`src/rtl/apb_master_arbiter.sv`:
```
// apb_master_arbiter: round-robin two-requester APB master with registered bus and response outputs.
// Optional macro APB_TIMEOUT_EN aborts an ACCESS phase after TIMEOUT_CYCLES cycles without PREADY.
module apb_master_arbiter #(
  parameter int ADDR_WIDTH     = 32,
  parameter int DATA_WIDTH     = 32,
  parameter int TIMEOUT_CYCLES = 16
) (
  input  logic                  PCLK,
  input  logic                  PRESETn,
  input  logic                  req0_valid,
  output logic                  req0_ready,
  input  logic [ADDR_WIDTH-1:0] req0_addr,
  input  logic                  req0_write,
  input  logic [DATA_WIDTH-1:0] req0_wdata,
  output logic                  rsp0_valid,
  output logic [DATA_WIDTH-1:0] rsp0_rdata,
  output logic                  rsp0_err,
  input  logic                  req1_valid,
  output logic                  req1_ready,
  input  logic [ADDR_WIDTH-1:0] req1_addr,
  input  logic                  req1_write,
  input  logic [DATA_WIDTH-1:0] req1_wdata,
  output logic                  rsp1_valid,
  output logic [DATA_WIDTH-1:0] rsp1_rdata,
  output logic                  rsp1_err,
  output logic [ADDR_WIDTH-1:0] PADDR,
  output logic                  PWRITE,
  output logic                  PSEL,
  output logic                  PENABLE,
  output logic [DATA_WIDTH-1:0] PWDATA,
  input  logic [DATA_WIDTH-1:0] PRDATA,
  input  logic                  PREADY,
  input  logic                  PSLVERR
);
  typedef enum logic [1:0] {IDLE, SETUP, ACCESS, RESP} state_t;
  state_t state;
  logic last_grant, owner, grant, expire, done, err_c;
  logic [DATA_WIDTH-1:0] rdata_c;
  if (TIMEOUT_CYCLES < 1 || TIMEOUT_CYCLES > 255) begin : g_bad_timeout
    $error("TIMEOUT_CYCLES must be in 1..255");
  end
  // Both valid: alternate away from the previous winner.
  assign grant      = (req0_valid && req1_valid) ? ~last_grant : req1_valid;
  assign req0_ready = state == IDLE && req0_valid && !grant;
  assign req1_ready = state == IDLE && req1_valid && grant;
`ifdef APB_TIMEOUT_EN
  logic [7:0] cnt;
  assign expire = !PREADY && cnt == 8'(TIMEOUT_CYCLES - 1);
`else
  assign expire = 1'b0;
`endif
  assign done    = PREADY || expire;
  assign rdata_c = (PWRITE || expire) ? '0 : PRDATA;
  assign err_c   = PSLVERR || expire;
  always_ff @(posedge PCLK or negedge PRESETn) begin
    if (!PRESETn) begin
      state      <= IDLE;
      last_grant <= 1'b1;
      owner      <= 1'b0;
      PSEL       <= 1'b0;
      PENABLE    <= 1'b0;
      PWRITE     <= 1'b0;
      PADDR      <= '0;
      PWDATA     <= '0;
      rsp0_valid <= 1'b0;
      rsp0_rdata <= '0;
      rsp0_err   <= 1'b0;
      rsp1_valid <= 1'b0;
      rsp1_rdata <= '0;
      rsp1_err   <= 1'b0;
`ifdef APB_TIMEOUT_EN
      cnt        <= '0;
`endif
    end else begin
      rsp0_valid <= 1'b0;
      rsp1_valid <= 1'b0;
      case (state)
        IDLE: if (req0_ready || req1_ready) begin
          PADDR      <= grant ? req1_addr : req0_addr;
          PWRITE     <= grant ? req1_write : req0_write;
          PWDATA     <= grant ? req1_wdata : req0_wdata;
          owner      <= grant;
          last_grant <= grant;
          PSEL       <= 1'b1;
          state      <= SETUP;
        end
        SETUP: begin
          PENABLE <= 1'b1;
          state   <= ACCESS;
`ifdef APB_TIMEOUT_EN
          cnt     <= '0;
`endif
        end
        ACCESS: if (done) begin
          PSEL    <= 1'b0;
          PENABLE <= 1'b0;
          state   <= RESP;
          if (owner) begin
            rsp1_valid <= 1'b1;
            rsp1_rdata <= rdata_c;
            rsp1_err   <= err_c;
          end else begin
            rsp0_valid <= 1'b1;
            rsp0_rdata <= rdata_c;
            rsp0_err   <= err_c;
          end
        end
`ifdef APB_TIMEOUT_EN
        else cnt <= cnt + 8'd1;
`endif
        RESP: state <= IDLE;
      endcase
    end
  end
endmodule

```
`config.mk`:
```
export PLATFORM = sky130hd
export DESIGN_NAME = apb_master_arbiter
export DESIGN_NICKNAME = d
export VERILOG_FILES = /design/src/rtl/apb_master_arbiter.sv
export SDC_FILE = /design/constraint.sdc
export NUM_CORES = 1
export LEC_CHECK = 0
export BUFFER_PORTS_ARGS = -buffer_cell sky130_fd_sc_hd__buf_2
export CORE_MARGIN = 2
export CORE_UTILIZATION = 40
export CTS_BUF_LIST = sky130_fd_sc_hd__clkbuf_8 sky130_fd_sc_hd__clkbuf_16
export DETAILED_ROUTE_END_ITERATION = 10
export PLACE_DENSITY = 0.72
export SLEW_MARGIN = 40
export SYNTH_ARGS = -nofsm -noshare
export SYNTH_HDL_FRONTEND = slang
export SYNTH_SLANG_ARGS = --single-unit
```
`constraint.sdc`:
```
create_clock -name PCLK -period 3.1 [get_ports PCLK]
set_input_delay 0.465 -clock PCLK [delete_from_list [all_inputs] [get_ports PCLK]]
set_output_delay 0.465 -clock PCLK [all_outputs]
set_load 0.05 [all_outputs]
```
==> results of run 1 <==
## worst reg2reg max path, stage by stage (launching register included)
cell	delay [ns]
dfrtp_1	0.38
inv_1	0.12
ha_1	0.28
nand3_2	0.46
buf_4	0.45
nand2_1	0.12
o21ai_0	0.10
## power by group
group | switching, mW | internal, mW
sequential | 0.468 | 2.70
combinational | 4.49 | 1.36
clock | 0.762 | 1.54
## layout make-up
type | count | share of cell area, %
clock buffer | 19 | 5.514
clock inverter | 12 | 2.681
inverter | 8 | 0.3656
multi-input combinational | 447 | 25.91
sequential | 139 | 42.36
tap | 184 | 2.803
timing repair buffer | 315 | 20.37
## placed cells by master (no fill, tap or decap), types with 3 or more instances in the layout
cell type,synthesis,final
buf_4,10,6
clkbuf_16,0,17
inv_1,8,10
mux2_2,3,3
ha_1,4,4
bufinv_16,0,6
o21ai_0,64,64
a31oi_1,65,65
dfrtp_1,138,138
buf_12,0,5
nand2b_1,32,32
buf_2,20,303
nor2_1,70,70
nand2_1,197,197
## per-layer routing
layer  global-route usage (%)  routed length (um)
met1                    26.00                6851
met5                        0                  16
met2                    36.67                7894
met4                    7.647                 333
met3                    7.574                1501
## metrics by stage
step	total power [mW]	utilization [%]	instances	cell area [um^2]	worst slack (ns)
after detailed placement	9.089	52.28	1093	7541	1.053
after global routing	12.00	56.95	1124	8214	0.8066
after global placement	8.992	52.28	1093	7541	1.143
final	11.33	56.95	1124	8214	0.9134
after CTS	11.42	56.95	1124	8214	0.8610
after floorplan	7.622	-	640	5868	1.093
## registers in the layout (all words and copies together) (netlist names)
name	count
PADDR	32
rsp0_err	1
rsp1_err	1
rsp1_valid	1
state	2
PWDATA	32
PWRITE	1
rsp0_valid	1
rsp1_rdata	32
last_grant	1
owner	1
PENABLE	1
PSEL	1
rsp0_rdata	32
## path summary, 6_finish.rpt
path	endpoint	slack (ns)	cells after the start
min reg2reg	rsp1_rdata[19]	0.47	2
min	rsp1_rdata[8]	0.01	1
min in group PCLK	PWDATA[18]	0.29	3
max	req1_ready	0.91	3
max in group asynchronous	PWDATA[17]	2.29	2
max reg2reg	rsp1_rdata[24]	1.05	6
## cell families (layout without fill, tap and decap cells)
group / after synthesis / count (layout)
compound gates: 138 / 138
buf+inv: 54 / 354
mux: 4 / 4
fa+ha+maj: 4 / 4
flops: 139 / 139
simple gates: 301 / 301
==> flow_summary_export.csv, run 1 <==
group,metric,value,unit
routing,drt_iter0_drc,261,
floorplanning,rows,44,
timing,rsz0062_at_grt,"no",
synthesis,yosysSeqAreaShare,59.30,%
floorplanning,io-pin-count,305,
synthesis,synth_top_cell_by_area,"dfrtp_1",
critical_path,critPathBufInv,1,
synthesis,synth-seq-cells,139,
clocking,clkLatencyLatePin,0.42,ns
synthesis,ys_top_cells_by_area,"dfrtp_1 (59%), nand2_1 (13%), a31oi_1 (6.9%)",
routing,drcViolationCount,0,
place,dp_hpwl,12050,um
synthesis,synth_top_area_share,58.85,%
floorplanning,initial_utilization,40.68,%
clocking,h-tree-depth,4,
clocking,cts_made_buffers,17,
power,power_density,1379,nW/um^2
timing,post-route-period-util,70.54,%
global_route,overflow,0,
floorplanning,die_w,125.1,um
synthesis,synth_common_cells,"nand2_1 (197), dfrtp_1 (138), nor2_1 (70), a31oi_1 (65), o21ai_0 (64)",
synthesis,netlist_instances,640,
timing,hold_violations,0,
outcome,status,"finished clean",
clocking,clock-root-buffer,"clkbuf_16",
timing,finalCriticalPeriod,2.187,ns
routing,vias,5397,
timing,fin_tns_setup,0,ns
clocking,cts_buffer_depth,2,
timing,worst_pin_slew,0.7671,ns
layout,nets,1100,
synthesis,yosys_warnings,0,
layout,final_layout_size_suffix_gt1_share,37.45,%
routing,drtAntennaViolNets,0,
synthesis,synthAdderAreaFrac,0.8529,%
critical_path,cpPeakStageDelay,0.57,ns
routing,routedWlPerCell,14.77,um
clocking,path_clk_slew,0.06,ns
power,vdd_drop_max,0.6955,mV
synthesis,yosysMostFrequentCell,"nand2_1",
synthesis,syn_area,5868,um^2
critical_path,worstSetupPathType,"reg2out",
floorplanning,die_y,125.1,um
layout,area_growth,39.98,%
timing,setup_viol,0,
synthesis,synth_xor_area_share,0,%
flow_run,cap_violations,0,
clocking,numClockSinks,139,
global_route,grtUsageTotal,21.76,%
critical_path,crit_arrival,1.72,ns
critical_path,crit_chain,"a21bo_2 -> nor2_1 -> buf_2",
floorplanning,die-area,15660,um^2
global_route,grt_max_degree,63,
layout,fillers,1327,
layout,seqCellArea,3480,um^2
critical_path,path_max_fanout,18,
layout,diodes,0,
critical_path,required,2.63,ns
synthesis,ys.flop_type,"dfrtp_1",
synthesis,yosys.cell_types.count,26,
timing,holdWs,0.01247,ns
timing,drv_slew,0,
critical_path,cp_slowest_cell,"dfstp_2",
synthesis,synth_top_family_by_area,"simple AND/OR/NAND/NOR gates",
power,leakage,4.232,nW
critical_path,worstSetupStartpoint,"last_grant",
layout,multi_input_area,2128,um^2
synthesis,synthSimpleGateAreaFrac,20.70,%
global_route,antenna_found_initial,2,
place,numPortBuffers,304,
clocking,tritoncts,"built",
floorplanning,core_area,14420,um^2
critical_path,cpLargestDelayFamily,"flip-flops",
routing,via_per_inst,4.802,
clocking,postCtsSetupBuffers,0,
routing,drt_pass1_iterations,4,
timing,slew_headroom,48.70,%
synthesis,synth_mux_area_share,0.7463,%
place,place_congestion,0.8376,
synthesis,syn_area_per_cell,9.169,um^2
min_path,hp-class,"in2async",
timing,fmax,457.3,MHz
critical_path,regToRegStartpoint,"state[0]",
global_route,grt_pass1_wl,27200,um
synthesis,synth_edf_count,0,
synthesis,synth_compound_area_share,13.62,%
synthesis,synthArstFlopShare,100.0,%
timing,fin_worst_skew,0.007129,ns
global_route,grt_pass1_vias,5454,
routing,wl,16600,um
clocking,cts_hold_buf,0,
clocking,cts_resized,0,
synthesis,synth_fp_nets,812,
critical_path,end_kind,"output pin",
critical_path,start_kind,"register",
Note: power is estimated with default switching activity, not from simulation.
==> inputs of run 2 (changes only) <==
Settings changed: ABC_AREA from default to 1, PLACE_DENSITY 0.72 to 0.7.
Clock period 3.1 ns to 2.3 ns, I/O delays scaled along.
==> run 2 against run 1 <==
Compared with the run above:
- core utilization down 2.3 points
- combinational power up 38%
- global-route usage down 0.72 points
- count of clock-buffer cells in the layout down 2
- clock power grew 16%
- synthesized cell count increased by 49%
- cell count rose by 31%
- sequential power up 34%
- synthesized area rose by 17%
- critical endpoint is now req0_ready
==> flow_summary_export.csv, run 2 <==
group,metric,value,unit
critical_path,crit_path_end,"req0_ready",
critical_path,worstSetupStartpoint,"state[1]",
place,place_congestion,0.8084,
timing,finalCriticalPeriod,2.037,ns
routing,wl,19010,um
clocking,path_clk_slew,0.07,ns
layout,nets,1412,
routing,via_per_inst,4.518,
clocking,clock-root-buffer,"clkbuf_16",
global_route,grt_max_degree,68,
clocking,h-tree-depth,4,
routing,routedWlPerCell,12.90,um
layout,post-route-util,54.69,%
global_route,grt_pass1_wl,30620,um
timing,fmax,490.8,MHz
synthesis,ys.flop_type,"dfrtp_1",
routing,drt_pass1_iterations,5,
flow_run,cap_violations,0,
routing,drcViolationCount,0,
floorplanning,die_w,135.1,um
timing,drv_slew,0,
synthesis,synth_top_area_share,50.26,%
synthesis,syn_area,6870,um^2
critical_path,regToRegStartpoint,"state[0]",
timing,fin_worst_skew,0.01225,ns
clocking,numClockSinks,139,
synthesis,synth_top_cell_by_area,"dfrtp_1",
floorplanning,die-area,18240,um^2
synthesis,syn_area_per_cell,7.209,um^2
min_path,hp-class,"in2reg",
critical_path,rr_endpoint,"rsp0_err",
place,numPortBuffers,304,
global_route,grtUsageMet3,5.743,%
timing,worst_pin_slew,0.6159,ns
timing,slew_headroom,58.88,%
layout,area_growth,32.94,%
power,power_density,1639,nW/um^2
global_route,grt_pass1_vias,6337,
critical_path,required,1.96,ns
routing,vias,6659,
synthesis,yosysSeqAreaShare,50.65,%
timing,hold_violations,0,
routing,drtAntennaViolNets,0,
synthesis,synthArstFlopShare,100.0,%
clocking,clkLatencyLatePin,0.42,ns
clocking,tritoncts,"built",
critical_path,worstSetupPathType,"reg2out",
critical_path,r2r_slack,0.39,ns
layout,final_common_cell,"nand2_1",
floorplanning,core_area,16700,um^2
floorplanning,io-pin-count,305,
synthesis,synth_edf_count,0,
global_route,busiest_layer,"met2",
timing,fin_tns_setup,0,ns
layout,mostFrequentLayoutCells,"nand2_1 (402), buf_2 (303), inv_1 (172)",
global_route,grtUsageTotal,21.03,%
global_route,use_met2,34.83,%
clocking,cts_resized,0,
power,leakage,5.855,nW
global_route,overflow,0,
layout,multi_input_area,2442,um^2
synthesis,yosysMostFrequentCell,"nand2_1",
synthesis,yosys_warnings,0,
floorplanning,rows,47,
layout,final_layout_size_suffix_gt1_share,28.97,%
critical_path,path_max_fanout,3,
synthesis,yosys.cell_types.count,19,
global_route,antenna_found_initial,1,
clocking,cts_buffer_depth,2,
timing,rsz0062_at_grt,"no",
outcome,status,"finished clean",
critical_path,r2r_cells,7,
place,dp_hpwl,13610,um
timing,post-route-period-util,88.58,%
floorplanning,initial_utilization,41.14,%
synthesis,synth_fp_nets,1125,
layout,fillers,1636,
floorplanning,die_y,135.1,um
timing,setup_viol,0,
layout,seqCellArea,3480,um^2
critical_path,crit_arrival,1.69,ns
synthesis,synth-seq-cells,139,
global_route,met1_usage,26.91,%
synthesis,synth_common_cells,"nand2_1 (403), inv_1 (172), dfrtp_1 (138), nand3_1 (132), nor2_1 (35)",
critical_path,end_kind,"output pin",
power,vdd_drop_max,0.8267,mV
min_path,hp-start,"req0_wdata[13]",
routing,drt_iter0_drc,350,
synthesis,netlist_instances,953,
clocking,cts_made_buffers,17,
clocking,postCtsSetupBuffers,0,
critical_path,start_kind,"register",
synthesis,ys_top_cells_by_area,"dfrtp_1 (50%), nand2_1 (22%), nand3_1 (9.6%)",
-- run 2: layer usage --
layer	wire [um]	vias to the layer above
li1	-	3373
met1	8168	2984
met2	9004	277
met3	1514	25
met4	321	0
met5	0	-
-- run 2: worst min-delay path by stage --
stage | endpoint | slack, ns | depth (start not counted)
5_1_grt | rsp0_err | 0.21 | 3
4_1_cts | PWDATA[13] | 0.21 | 5
3_3_place_gp | PADDR[10] | 0.34 | 1
6_report | PWDATA[13] | 0.22 | 5
3_5_place_dp | rsp0_rdata[29] | 0.34 | 1
2_1_floorplan | PADDR[0] | 0.05 | 0
-- run 2: logic make-up after synthesis --
family,count (synthesis),synth area share (%)
adders and majority gates,4,0.7285
buffers and inverters,227,13.84
and+or+nand+nor,577,34.33
AOI/OAI and AO/OA,6,0.4553
DFF,139,50.65
-- run 2: timing repair --
action                                  CTS  global route
endpoints found under the setup margin    0             0
hold endpoints to repair                 50             0
hold buffers                              1             0
-- run 2: cell type report --
| class | count | area share (%) |
|---|---|---|
| clock buffer | 17 | 4.658 |
| antenna | 1 | 0.02740 |
| clock inverter | 15 | 1.658 |
| timing repair buffer | 320 | 18.62 |
| multi-input combinational | 587 | 26.74 |
| sequential | 139 | 38.10 |
| tap | 220 | 3.014 |
| inverter | 175 | 7.192 |
-- run 2: power by group --
group | total (mW) | internal (mW) | switching, mW
registers | 4.24 | 3.60 | 0.645
logic | 8.06 | 1.79 | 6.27
clock network | 2.67 | 1.53 | 1.14
total | 15.0 | 6.91 | 8.06
-- run 2: worst max-delay path, stage by stage, from the launching register on --
cell     delay (ns)
dfrtp_1        0.40
inv_1          0.11
ha_1           0.21
nand2_1        0.10
a21oi_1        0.16
buf_2          0.30
-- run 2: metrics by stage --
stage / instances / hold WS (ns) / power, mW / cell area (um^2) / setup WS, ns
floorplan: 953 / 0.04941 / 10.36 / 6870 / 0.3527
global placement: 1440 / 0.3379 / 12.29 / 8544 / 0.4810
detailed placement: 1440 / 0.3405 / 12.40 / 8544 / 0.3937
CTS: 1473 / 0.2117 / 15.11 / 9131 / 0.2401
global route: 1474 / 0.2114 / 15.90 / 9134 / 0.1460
finish: 1474 / 0.2185 / 14.97 / 9134 / 0.2626
